==> src/rtl/edge_line_writer.sv <==
// Purpose : buffers 64-bit edge lines from the coprocessor and writes each one into the
//           32-bit result RAM as a low word then a high word; signals frame completion.
// Latency : strobe seen at cycle 0 -> pop cycle 1 -> low word visible cycle 3, high cycle 4.
// Backpr. : writes stall while ram_grant=0; the FIFO absorbs lines and drops one when full
//           (sticky overflow).
// Ports   : clk_50M/reset (sync, active-low); base_addr, line_strobe, line_pixels,
//           line_index, src_done, ram_grant in; ram_wraddress, ram_data, ram_wren, busy,
//           frame_done, overflow, lines_written out.
module edge_line_writer #(
    parameter int FIFO_DEPTH = 4,
    parameter int ADDR_W     = 12,
    parameter int LINE_W     = 64,
    parameter int WORD_W     = 32
) (
    input  logic              clk_50M,
    input  logic              reset,
    input  logic [ADDR_W-1:0] base_addr,
    input  logic              line_strobe,
    input  logic [LINE_W-1:0] line_pixels,
    input  logic [ADDR_W-1:0] line_index,
    input  logic              src_done,
    input  logic              ram_grant,
    output logic [ADDR_W-1:0] ram_wraddress,
    output logic [WORD_W-1:0] ram_data,
    output logic              ram_wren,
    output logic              busy,
    output logic              frame_done,
    output logic              overflow,
    output logic [ADDR_W-1:0] lines_written
);

    localparam int PTR_W   = $clog2(FIFO_DEPTH);
    localparam int CNT_W   = PTR_W + 1;
    localparam int ENTRY_W = ADDR_W + LINE_W;

    typedef enum logic [1:0] {IDLE, WR_LO, WR_HI, DONE} state_t;

    state_t             state, state_n;
    logic               strobe_q, done_q, done_pend, clr_pend;
    logic [ENTRY_W-1:0] fifo_mem [FIFO_DEPTH];
    logic [PTR_W-1:0]   wr_ptr, rd_ptr;
    logic [CNT_W-1:0]   fifo_cnt;
    logic               fifo_full, fifo_empty;
    logic               push_req, push, pop;
    logic               wr_lo_fire, wr_hi_fire;
    logic [ENTRY_W-1:0] fifo_rd;
    logic [ADDR_W-1:0]  pop_idx;
    logic [LINE_W-1:0]  pop_pix;
    logic [LINE_W-1:0]  hold_pix;
    logic [ADDR_W-1:0]  wa;

    assign fifo_full  = (fifo_cnt == CNT_W'(FIFO_DEPTH));
    assign fifo_empty = (fifo_cnt == '0);
    // A strobe arriving while full is dropped even if a pop frees a slot this cycle.
    assign push_req   = line_strobe & ~strobe_q;
    assign push       = push_req & ~fifo_full;
    assign fifo_rd    = fifo_mem[rd_ptr];
    assign pop_idx    = fifo_rd[ENTRY_W-1:LINE_W];
    assign pop_pix    = fifo_rd[LINE_W-1:0];

    assign busy       = ~fifo_empty | (state != IDLE);
    assign frame_done = (state == DONE);

    always_comb begin
        state_n    = state;
        pop        = 1'b0;
        wr_lo_fire = 1'b0;
        wr_hi_fire = 1'b0;
        case (state)
            IDLE: begin
                if (!fifo_empty) begin
                    pop     = 1'b1;
                    state_n = WR_LO;
                end else if (done_pend) begin
                    state_n = DONE;
                end
            end
            WR_LO: begin
                if (ram_grant) begin
                    wr_lo_fire = 1'b1;
                    state_n    = WR_HI;
                end
            end
            WR_HI: begin
                if (ram_grant) begin
                    wr_hi_fire = 1'b1;
                    // Chain straight into the next line to sustain one line per two cycles.
                    if (!fifo_empty) begin
                        pop     = 1'b1;
                        state_n = WR_LO;
                    end else begin
                        state_n = IDLE;
                    end
                end
            end
            DONE:    state_n = IDLE;
            default: state_n = IDLE;
        endcase
    end

    // Storage array carries no reset; validity is tracked by the pointers and count.
    always_ff @(posedge clk_50M) begin
        if (push) begin
            fifo_mem[wr_ptr] <= {line_index, line_pixels};
        end
    end

    always_ff @(posedge clk_50M) begin
        if (!reset) begin
            state         <= IDLE;
            strobe_q      <= 1'b0;
            done_q        <= 1'b0;
            done_pend     <= 1'b0;
            clr_pend      <= 1'b0;
            wr_ptr        <= '0;
            rd_ptr        <= '0;
            fifo_cnt      <= '0;
            hold_pix      <= '0;
            wa            <= '0;
            ram_wraddress <= '0;
            ram_data      <= '0;
            ram_wren      <= 1'b0;
            overflow      <= 1'b0;
            lines_written <= '0;
        end else begin
            state    <= state_n;
            strobe_q <= line_strobe;
            done_q   <= src_done;

            if (push) wr_ptr <= wr_ptr + PTR_W'(1);
            if (pop)  rd_ptr <= rd_ptr + PTR_W'(1);
            case ({push, pop})
                2'b10:   fifo_cnt <= fifo_cnt + CNT_W'(1);
                2'b01:   fifo_cnt <= fifo_cnt - CNT_W'(1);
                default: fifo_cnt <= fifo_cnt;
            endcase
            if (push_req && fifo_full) overflow <= 1'b1;

            if (pop) begin
                hold_pix <= pop_pix;
                wa       <= base_addr + {pop_idx[ADDR_W-2:0], 1'b0};
            end

            ram_wren <= wr_lo_fire | wr_hi_fire;
            if (wr_lo_fire) begin
                ram_wraddress <= wa;
                ram_data      <= hold_pix[WORD_W-1:0];
            end else if (wr_hi_fire) begin
                ram_wraddress <= wa + ADDR_W'(1);
                ram_data      <= hold_pix[LINE_W-1:WORD_W];
            end

            // Count restarts with the first line of the next frame.
            if (push_req && clr_pend) begin
                lines_written <= wr_hi_fire ? ADDR_W'(1) : '0;
                clr_pend      <= 1'b0;
            end else if (wr_hi_fire) begin
                lines_written <= lines_written + ADDR_W'(1);
            end
            if (state == DONE) clr_pend <= 1'b1;

            if (state == DONE)        done_pend <= 1'b0;
            if (src_done && !done_q)  done_pend <= 1'b1;
        end
    end

endmodule
==> config.mk <==
export PLATFORM = sky130hd
export DESIGN_NAME = edge_line_writer
export DESIGN_NICKNAME = d
export VERILOG_FILES = /design/src/rtl/edge_line_writer.sv
export SDC_FILE = /design/constraint.sdc
export NUM_CORES = 1
export LEC_CHECK = 0
export BUFFER_PORTS_ARGS = -buffer_cell sky130_fd_sc_hd__buf_2
export CAP_MARGIN = 10
export CORE_ASPECT_RATIO = 0.5
export CORE_MARGIN = 5
export CORE_UTILIZATION = 45
export CTS_CLUSTER_SIZE = 30
export DETAILED_ROUTE_END_ITERATION = 8
export GPL_TIMING_DRIVEN = 0
export SLEW_MARGIN = 20
export SYNTH_ARGS = -nofsm -noshare
export SYNTH_HDL_FRONTEND = slang
export SYNTH_SLANG_ARGS = --single-unit
export TNS_END_PERCENT = 5
==> constraint.sdc <==
create_clock -name clk_50M -period 10.09 [get_ports clk_50M]
set_clock_uncertainty 0.2 [all_clocks]
set_input_delay 0.5045 -clock clk_50M [delete_from_list [all_inputs] [get_ports clk_50M]]
set_output_delay 0.5045 -clock clk_50M [all_outputs]
set_load 0.1 [all_outputs]
Yosys cells after proc, flatten, opt, wreduce, memory -nomap -nowiden
Memory sizes are Yosys's and may differ from the RTL's. A register that Yosys moved wholly into a read port is not among the register bits.
Cells that the tools add are included.
Operators by class
  eq/ne operators: 9
  mux-type cells: 28
  bitwise operators: 7
  reduce and logical (&&, ||, !) cells: 13
  $add $sub $neg: 7
Operators by type and width (number)
  2-to-1 mux 32 bit: 2
  2-to-1 mux 12 bit: 4
  adder 12 x 1 -> 12 bit, second input constant: 2
  2-to-1 mux 1 bit: 13
  adder 12 bit: 1
  2-to-1 mux 2 bit: 6
  nonzero test 2 bit: 6
  case mux 2 bit (4 select lines): 1
  equality test 2 bit, second input constant: 3
  case mux 3 bit (2 select lines): 1
  adder 2 x 1 -> 2 bit, second input constant: 2
  equality test 2 x 1 -> 1 bit, second input constant: 2
  != test 2 bit, second input constant: 2
  adder 3 x 1 -> 3 bit, second input constant: 1
  equality test 3 bit, second input constant: 1
  logical AND 1 bit: 3
  zero test 3 bit: 1
  != test 3 bit, second input constant: 1
  inverter 1 bit: 3
  AND reduction 3 bit: 1
  subtractor 3 x 1 -> 3 bit, second input constant: 1
  AND 1 bit: 2
  zero test 2 bit: 1
  OR 1 bit: 2
  other kinds (2): 2
Word-level totals
  memories kept: 1
  memory bits (writable): 304
  logic and storage cells: 80
  input bits: 93
  register bits after elaboration: 147
Memories
  fifo_mem: depth 4, bits a word 76, rd ports 1, clocked after memory_dff 1, write ports 1, line 40  | logic [ENTRY_W-1:0] fifo_mem [FIFO_DEPTH];

Depth between registers and ports, before layout
Gate-level depths: netlist (run 1).
  word-level depth: 6
  gate-level depth with buffers: 11

Least setup slack after synthesis (run 1)
No wires, ideal clock.
  kind: input -> register
  start: input port line_strobe
  end: memory fifo_mem[0][0] (netlist bit), enable pin
  stages: 3
  data required time: 9.449 ns
  library setup time: 0.441 ns
  buffers on the path: 0
  arrival time: 2.717 ns
  path slack: 6.731 ns
  cells stage by stage: nand2_1 -> a21oi_1 -> and2_1
Between the ends
  word-level cells in the longest chain between the ends: 4
Ends and longest elaborated chain
  start: declaration: line 18  | input logic line_strobe,
  AND 1 bit: line 55  | assign push_req = line_strobe & ~strobe_q;
  AND 1 bit: line 56  | assign push = push_req & ~fifo_full;
  2-to-1 mux 1 bit: line 103  | if (push) begin
  2-to-1 mux 1 bit (implied by the code): line 104  | fifo_mem[wr_ptr] <= {line_index, line_pixels};
  end: declaration: line 40
No other way between the ends.

==> impl_metrics.ini, run 1 <==
[clock_tree]
insertion_delay_ns = 0.56
cts_buffers = 41
clockBufferDepth = 3
htree_levels = 2
root_buffer = clkbuf_16
cts-resized-gates = 0
cts_tree = built
clkTransAtPathRegs_ns = 0.07
clock-sinks = 449

[power_and_ir_drop]
leakage_nw = 7.29
finalPower_mw = 5.69
vdd_drop_max_uv = 119
power.density_nw_per_um2 = 274

[drt]
ant_nets = 0
route.vias.total = 10600
dr.first_iter.drc_count = 697
dr.pass1.iters = 7
wl_per_cell_um = 20.0
wirelength_mm = 39.8
routed_via_density = 5.32
drcViolationCount = 0

[synthesis]
synthFlopType = edfxtp_1
synth_cell_types = 53
synth_cells = 1184
avgSynthCellArea_um2 = 14.5
synth_edf_count = 300
yosysTopAreaCellShare_pct = 52.5
ys_ff_latch = 449
yosysMostFrequentCell = edfxtp_1
synth_area_leaders = edfxtp_1 53%, dfxtp_1 17%, mux4_2 9.8%
yosysWarnings = 0
synth_nets = 1296
ys_seq_area_share_pct = 69.9
synth_top_area_cell = edfxtp_1
syn-cell-area_um2 = 17200
synth_common_cells = 300 x edfxtp_1, 220 x nand2_1, 149 x dfxtp_1, 96 x a21oi_1, 75 x mux4_2
async_flop_share_pct = 0

[worst_setup_path]
path_buf_inv = 2
critPathArrivalTime_ns = 3.93
cpMaxStageDelayCell = clkbuf_1
crit_path_max_incr_delay_ns = 0.53
crit_family = buffers and inverters
path_cells = buf_2 -> clkbuf_1 -> mux4_2 -> ha_1 -> a211o_1 -> a21oi_1 -> nor4b_2 -> nor3_1 -> nor3_1
crit_path_end_kind = register
cp_common_cell = nor3_1
required_ns = 10.37
path_class = reg2reg
start_kind = register
path_max_fanout = 10

[die]
start_util_pct = 45.7
num_rows = 50
io_pins = 153
dieArea_um2 = 42400
die_y_um = 148
dieWidth_um = 286
core_region_area_um2 = 37500

[worst_hold_path]
min_path_type = in2reg

[global_routing]
grt_usage_pct = 18.6
grt_max_degree = 47
grt_pass1_wl_mm = 61.4
grt_remaining_overflow = 0
grt_pass1_vias = 11000
grt_antenna_before_repair = 0

[sta]
setup_ws_ns = 6.44
rsz0062_at_grt = no
max_slew_margin_pct = 48.1
finalHoldViolCount = 0
tns_ns = 0
min_period_ns = 3.65
slew_viol_final = 0
worstMarginPinSlew_ns = 0.779
setup_viol = 0
fmax_mhz = 274
fin_crit_sh_pct = 36.2

[final_layout]
drive_above_1_share_pct = 22.7
antennaDiodeCount = 0
area_growth_pct = 21.0
fin_util_pct = 55.3
nets = 1571

[job]
cap_violations = 0

[placement]
place_congestion = 0.860
hpwl_mm = 27.6
dp_slack_ns = 6.43
port_buffers = 151

[outcome]
status = finished clean
-- cells by family after synthesis --
family          synth area share [%]
simple gates                    8.76
flops                           69.9
mux                             9.96
compound gates                  6.40
buf+inv                         2.33
xor+xnor                        1.17
fa+ha+maj                       1.47
-- cell usage in the layout (no fill, tap or decap), types with 3 or more instances in the layout --
cell / netlist / layout
a211o_1: 5 / 5
a21oi_1: 96 / 96
ha_1: 17 / 17
inv_1: 14 / 14
buf_2: 20 / 171
clkbuf_8: 0 / 8
buf_6: 5 / 5
a211oi_1: 3 / 3
mux4_2: 75 / 75
edfxtp_1: 300 / 300
nand2b_1: 3 / 3
buf_16: 0 / 4
buf_4: 5 / 5
nor2_1: 68 / 68
o211ai_1: 3 / 3
nand3_1: 20 / 20
or3_1: 4 / 4
dfxtp_1: 149 / 149
and4_1: 3 / 3
dlygate4sd3_1: 0 / 77
xor2_1: 10 / 10
and3_1: 7 / 7
clkbuf_16: 0 / 42
a22oi_1: 3 / 3
clkinv_2: 0 / 6
nand2_1: 220 / 220
nor3_1: 6 / 6
a21o_1: 4 / 4
clkbuf_1: 30 / 38
nand4_1: 7 / 7
inv_4: 1 / 3
a311oi_1: 32 / 32
buf_1: 8 / 8
o21ai_0: 17 / 17
xnor2_1: 13 / 13
and2_4: 0 / 4
-- registers in the layout, summed over array words and instances, names as in the netlist, named ones only --
name           count
done_q             1
done_pend          1
state              2
overflow           1
fifo_cnt           3
fifo_mem         300
clr_pend           1
ram_wraddress     12
strobe_q           1
ram_data          32
lines_written     12
rd_ptr             2
ram_wren           1
hold_pix          64
wa                12
wr_ptr             2
-- final timing paths --
check                     from      endpoint  slack, ns  depth (start not counted)
setup reg to reg      register        wa[11]       6.44                          9
hold reg to reg   hold_pix[57]  hold_pix[57]       0.26                          2
hold / removal     line_strobe      strobe_q       0.02                          2
setup / recovery      register        wa[11]       6.44                          9
-- repair_timing --
action	CTS	global route
hold endpoints to repair	302	0
buffers inserted	0	0
hold buffers	77	0
-- layout make-up --
class | instances | area (µm²)
clock inverters | 16 | 146
fillers | 3108 | 16800
inverters | 16 | 62.6
plain buffers | 68 | 337
well taps | 494 | 618
clock buffers | 59 | 1200
flip-flops and latches | 449 | 12000
multi-input cells | 651 | 4770
repair buffers | 232 | 1640
-- power by group --
group | internal (mW) | switching (mW) | total, mW
Sequential | 2.26 | 0.144 | 2.40
Combinational | 0.543 | 1.20 | 1.74
Clock | 0.862 | 0.681 | 1.54
Total | 3.66 | 2.02 | 5.69
-- per-stage QoR --
step / area, µm² / hold WS [ns] / instances
floorplan: 17200 / 0.236 / 1184
global placement: 18500 / 0.246 / 1829
detailed placement: 18600 / 0.250 / 1833
CTS: 20800 / 0.00537 / 1985
global route: 20800 / 0.0259 / 1985
finish: 20800 / 0.0202 / 1985
-- per-layer routing --
layer / track usage, % / routed length (µm) / part of all wire (%)
met4: 5.11 / 970 / 2.4
met3: 3.83 / 2020 / 5.1
met2: 31.2 / 19400 / 49
met1: 25.1 / 17400 / 44
met5: 0 / 0 / 0
(Power assumes the default switching activity.)
==> run 2, diff against run 1 <==
--- a/config.mk
+++ b/config.mk
@@ -13,6 +13,7 @@
 export CTS_CLUSTER_SIZE = 30
 export DETAILED_ROUTE_END_ITERATION = 8
 export GPL_TIMING_DRIVEN = 0
+export PLACE_DENSITY = 0.65
 export SLEW_MARGIN = 20
 export SYNTH_ARGS = -nofsm -noshare
 export SYNTH_HDL_FRONTEND = slang
==> constraint.sdc (replaced) <==
create_clock -name clk_50M -period 3.1 [get_ports clk_50M]
set_clock_uncertainty 0.2 [all_clocks]
set_input_delay 0.155 -clock clk_50M [delete_from_list [all_inputs] [get_ports clk_50M]]
set_output_delay 0.155 -clock clk_50M [all_outputs]
set_load 0.1 [all_outputs]
==> run 2 against run 1 <==
Sequential power rose to 3.3 times the previous value. Global-route usage is 0.14 points lower. Setup slack got worse by 6.3 ns. Clock-buffer cell count is 3 lower. Sequential share of layout area fell by 0.56 points. Combinational power rose to 3.3 times the previous value. Utilization increased by 0.55 points. Clock power grew to 3.3 times the previous value. Die area did not move. Critical path depth up 1. Critical path type unchanged. Largest power group unchanged. Highest routed layer unchanged.
==> impl_metrics.ini, run 2 (same netlist as run 1, synthesis figures left out) <==
[global_routing]
grt_max_degree = 47
grt_remaining_overflow = 0
grt_pass1_vias = 11200
grt_antenna_before_repair = 0
grt_pass1_wl_mm = 61.3
grt_usage_pct = 18.5

[worst_hold_path]
min_path_type = in2reg

[sta]
holdWs_ns = 0.0325
max_slew_margin_pct = 55.2
fmax_mhz = 337
tns_ns = 0
setup_ws_ns = 0.129
fin_crit_sh_pct = 95.8
finalHoldViolCount = 0
slew_viol_final = 0
setup_viol = 0
min_period_ns = 2.97
worstMarginPinSlew_ns = 0.673

[final_layout]
largest_reg_flops = 300
nets = 1586
n_fill_cell = 3000
final_common_cell = edfxtp_1
top_register = fifo_mem
antennaDiodeCount = 0
top_regs = fifo_mem: 300 flops, hold_pix: 64 flops, ram_data: 32 flops
drive_above_1_share_pct = 22.9
final_cell_mix = 300 x edfxtp_1, 220 x nand2_1, 169 x buf_2
area_growth_pct = 22.2
final_cells = 1999

[die]
num_rows = 50
dieWidth_um = 286
start_util_pct = 45.7
die_y_um = 148
io_pins = 153
dieArea_um2 = 42400
core_region_area_um2 = 37500

[worst_setup_path]
crit_path_max_incr_delay_ns = 0.42
path_class = reg2reg
path_cells = buf_6 -> mux4_2 -> ha_1 -> inv_1 -> fa_1 -> nand2b_1 -> a21oi_1 -> or2_2 -> a211o_1 -> o211ai_1
crit_path_end_kind = register
start_kind = register
cpMaxStageDelayCell = fa_1
path_max_fanout = 19
critPathArrivalTime_ns = 3.18
required_ns = 3.31

[clock_tree]
cts_tree = built
insertion_delay_ns = 0.55
clkTransAtPathRegs_ns = 0.06
root_buffer = clkbuf_16
clockBufferDepth = 3
htree_levels = 2
cts_buffers = 40
clock-sinks = 449

[drt]
route.vias.total = 10700
dr.pass1.iters = 5
routed_via_density = 5.36
dr.first_iter.drc_count = 924
ant_nets = 0
wl_per_cell_um = 19.5
wirelength_mm = 39.0
drcViolationCount = 0

[power_and_ir_drop]
power.density_nw_per_um2 = 887
finalPower_mw = 18.6
vdd_drop_max_uv = 494
leakage_nw = 7.37

[outcome]
status = finished clean

[placement]
placedCellCount = 1837
hpwl_mm = 27.5
dp_slack_ns = -0.509
place_congestion = 0.852
port_buffers = 151

[job]
cap_violations = 0
## run 2: cell types whose count changed in the layout (fill, tap and decap cells not counted), moves of 2 or more
cell	before	now
buf_12	0	7
buf_16	4	2
buf_2	171	169
buf_4	5	8
bufinv_16	1	4
clkbuf_16	42	40
clkinv_2	6	8
dlygate4sd3_1	77	87
inv_4	3	1
## run 2: routing by layer
layer	up-vias	wire length [µm]	GRT usage [%]	part of all wire (%)
li1	5006	-	-	-
met1	5341	16500	24.6	42
met2	293	19200	31.5	49
met3	65	2340	3.54	6.0
met4	0	959	5.37	2.5
met5	-	0	0	0
## run 2: timing repair
action	CTS	global route
buffers inserted	4	0
setup endpoints to repair	8	3
hold endpoints to repair	328	0
hold buffers	87	0
resized for setup	5	3
pin swaps	0	0
## run 2: worst max-delay path, delay by kind of cell, from the launching register on
kind	cells	cell delay (ns)
adders and majority gates	2	0.60
AOI/OAI and AO/OA	3	0.57
and+or+nand+nor	2	0.43
DFF	1	0.41
buffers and inverters	2	0.35
muxes	1	0.26
## run 2: path summary, 6_finish.rpt
kind	startpoint	cells after the start	endpoint	slack, ns
setup / recovery	register	10	wa[9]	0.13
hold / removal	base_addr[8]	5	wa[9]	0.03
setup reg to reg	register	10	wa[9]	0.13
hold reg to reg	hold_pix[43]	2	hold_pix[43]	0.26
## run 2: stage by stage
stage / instance area, µm² / utilization [%]
floorplan: 17200 / -
global placement: 18500 / 49.4
detailed placement: 18700 / 49.9
CTS: 21000 / 55.8
global route: 21000 / 55.9
finish: 21000 / 55.9
## run 2: final cells by class
cell class / instances / area (µm²) / area share (%)
Buffer: 66 / 347 / 1.65
Clock buffer: 56 / 1130 / 5.39
Clock inverter: 17 / 198 / 0.943
Inverter: 16 / 62.6 / 0.298
Multi-Input combinational cell: 651 / 4790 / 22.8
Sequential cell: 449 / 12000 / 57.2
Tap cell: 494 / 618 / 2.95
Timing Repair Buffer: 250 / 1830 / 8.74
## run 2: power by group
group / leakage (nW) / internal [mW] / switching [mW]
logic: 2.76 / 1.83 / 3.88
registers: 3.96 / 7.35 / 0.481
clock network: 0.656 / 2.89 / 2.16
==> run 3, diff against run 2 <==
--- a/config.mk
+++ b/config.mk
@@ -13,7 +13,7 @@
 export CTS_CLUSTER_SIZE = 30
 export DETAILED_ROUTE_END_ITERATION = 8
 export GPL_TIMING_DRIVEN = 0
-export PLACE_DENSITY = 0.65
+export PLACE_DENSITY_LB_ADDON = 0.15
 export SLEW_MARGIN = 20
 export SYNTH_ARGS = -nofsm -noshare
 export SYNTH_HDL_FRONTEND = slang
==> run 3 against run 2 <==
The flow now finishes with violations (hold timing). Maximum frequency increased by 0.26%. Final area decreased by 0.50%. Setup slack improved by 0.0078 ns. Total power decreased by 0.45%. Largest cell class unchanged. Clock-buffer cell count increased by 3. Final cell count decreased by 0.40%.
==> impl_metrics.ini, run 3 (same netlist as run 1, synthesis figures left out) <==
[clock_tree]
clock-sinks = 449
cts_setup_buffers = 0
root_buffer = clkbuf_16
clockBufferDepth = 3
cts_tree = built
htree_levels = 2
clkTransAtPathRegs_ns = 0.06
insertion_delay_ns = 0.55
cts_buffers = 40

[power_and_ir_drop]
p_comb_share_pct = 30.8
finalPower_mw = 18.5
leakage_nw = 7.32
vdd_drop_max_uv = 440
cellInternalPower_mw = 12.0
power.density_nw_per_um2 = 887
clockPowerShare_pct = 27.0
p_seq_share_pct = 42.2
p_sw_mw = 6.51
sw_frac_of_total_pct = 35.2

[die]
io_pins = 153
die_y_um = 148
num_rows = 50
start_util_pct = 45.7
core_region_area_um2 = 37500
dieArea_um2 = 42400
dieWidth_um = 286

[placement]
port_buffers = 151
hpwl_mm = 27.7
dpl_cell_area_um2 = 18600
place_congestion = 0.866

[outcome]
failed_checks = hold timing
status = finished with violations

[drt]
wl_per_cell_um = 19.9
dr.pass1.iters = 5
met1_length_mm = 17.6
ant_nets = 0
route.vias.total = 10700
wirelength_mm = 39.7
drcViolationCount = 0
wl_met3_mm = 1.85
dr.max_layer_used = met4
wl_met2_mm = 19.4
routed_via_density = 5.37
dr.first_iter.drc_count = 726

[global_routing]
grt_antenna_before_repair = 0
grt_remaining_overflow = 0
grt_max_degree = 46
grt_pass1_vias = 11100
grt_usage_pct = 18.7
grt_pass1_wl_mm = 61.8

[final_layout]
nets = 1577
final_common_cell = edfxtp_1
drive_above_1_share_pct = 22.4
largest_reg_flops = 300
top_register = fifo_mem
final_cell_mix = 300 x edfxtp_1, 220 x nand2_1, 168 x buf_2
top_regs = fifo_mem: 300 flops, hold_pix: 64 flops, ram_data: 32 flops
fin_util_pct = 55.6
antennaDiodeCount = 0
final_cell_area_um2 = 20900
area_growth_pct = 21.6
n_fill_cell = 3115

[worst_hold_path]
min_path_type = in2reg

[sta]
fmax_mhz = 337
max_slew_margin_pct = 50.1
finalHoldViolCount = 1
worstMarginPinSlew_ns = 0.749
rsz0062_at_grt = yes
fin_crit_sh_pct = 95.6
min_period_ns = 2.96
setup_viol = 0
slew_viol_final = 0
holdWs_ns = -0.00686

[worst_setup_path]
start_kind = register
critPathArrivalTime_ns = 3.23
crit_path_end_kind = register
required_ns = 3.36
path_class = reg2reg
path_max_fanout = 19

[job]
cap_violations = 0
==> run 3: critical path, stage by stage, from the launching register on <==
cell	delay, ns
dfxtp_2	0.40
buf_12	0.23
mux4_2	0.53
ha_1	0.24
inv_1	0.08
fa_1	0.21
nand2b_1	0.17
a21oi_2	0.11
or2_2	0.33
a211o_1	0.30
o211ai_1	0.08
==> run 3: metrics by stage <==
stage	worst slack (ns)	cells	setup TNS (ns)
floorplan	-0.174	1184	-39.09
finish	0.137	1991	0
CTS	0.00468	1992	0
global route	-0.0153	1991	-0.0154
detailed placement	-0.490	1833	-2.91
global placement	-1.78	1829	-418.03
==> run 3: area by class of cell <==
type	count	area, µm²	area share [%]
tap	494	618	2.96
clock inverter	15	171	0.822
multi-input combinational	651	4810	23.0
sequential	449	12000	57.5
inverter	16	62.6	0.300
clock buffer	59	1140	5.45
timing repair buffer	242	1740	8.32
buffer	65	338	1.62
==> run 3: path summary, 6_finish.rpt <==
kind / to / slack (ns) / start / depth (start not counted)
worst max register to register: wa[7] / 0.14 / register / 10
worst min-delay path: wa[7] / -0.007 / base_addr[7] / 4
worst min register to register: hold_pix[6] / 0.26 / hold_pix[6] / 2
worst max-delay path: wa[7] / 0.14 / register / 10
==> run 3: power by group through the flow <==
| stage | clock (mW) | combinational [mW] | sequential [mW] |
|---|---|---|---|
| 5_1_grt | 5.36 | 6.19 | 7.89 |
| 3_5_place_dp | 0 | 5.62 | 7.93 |
| 6_report | 5.00 | 5.70 | 7.81 |
| 2_1_floorplan | 0 | 3.02 | 8.95 |
| 3_3_place_gp | 0 | 5.47 | 7.94 |
| 4_1_cts | 5.11 | 5.75 | 7.80 |
==> run 3: repair_timing <==
item                                    4_1_cts  5_1_grt
cloned                                        0        0
gates resized for setup                       5        8
endpoints found under the setup margin        7        7
endpoints found under the hold margin       329        0
hold buffers                                 87        0
pin swaps                                     0        0
==> run 3: per-layer routing <==
layer | GRT usage [%] | vias to the layer above
met3 | 3.64 | 59
li1 | - | 4993
met4 | 4.50 | 0
met5 | 0 | -
met2 | 31.7 | 242
met1 | 25.4 | 5404
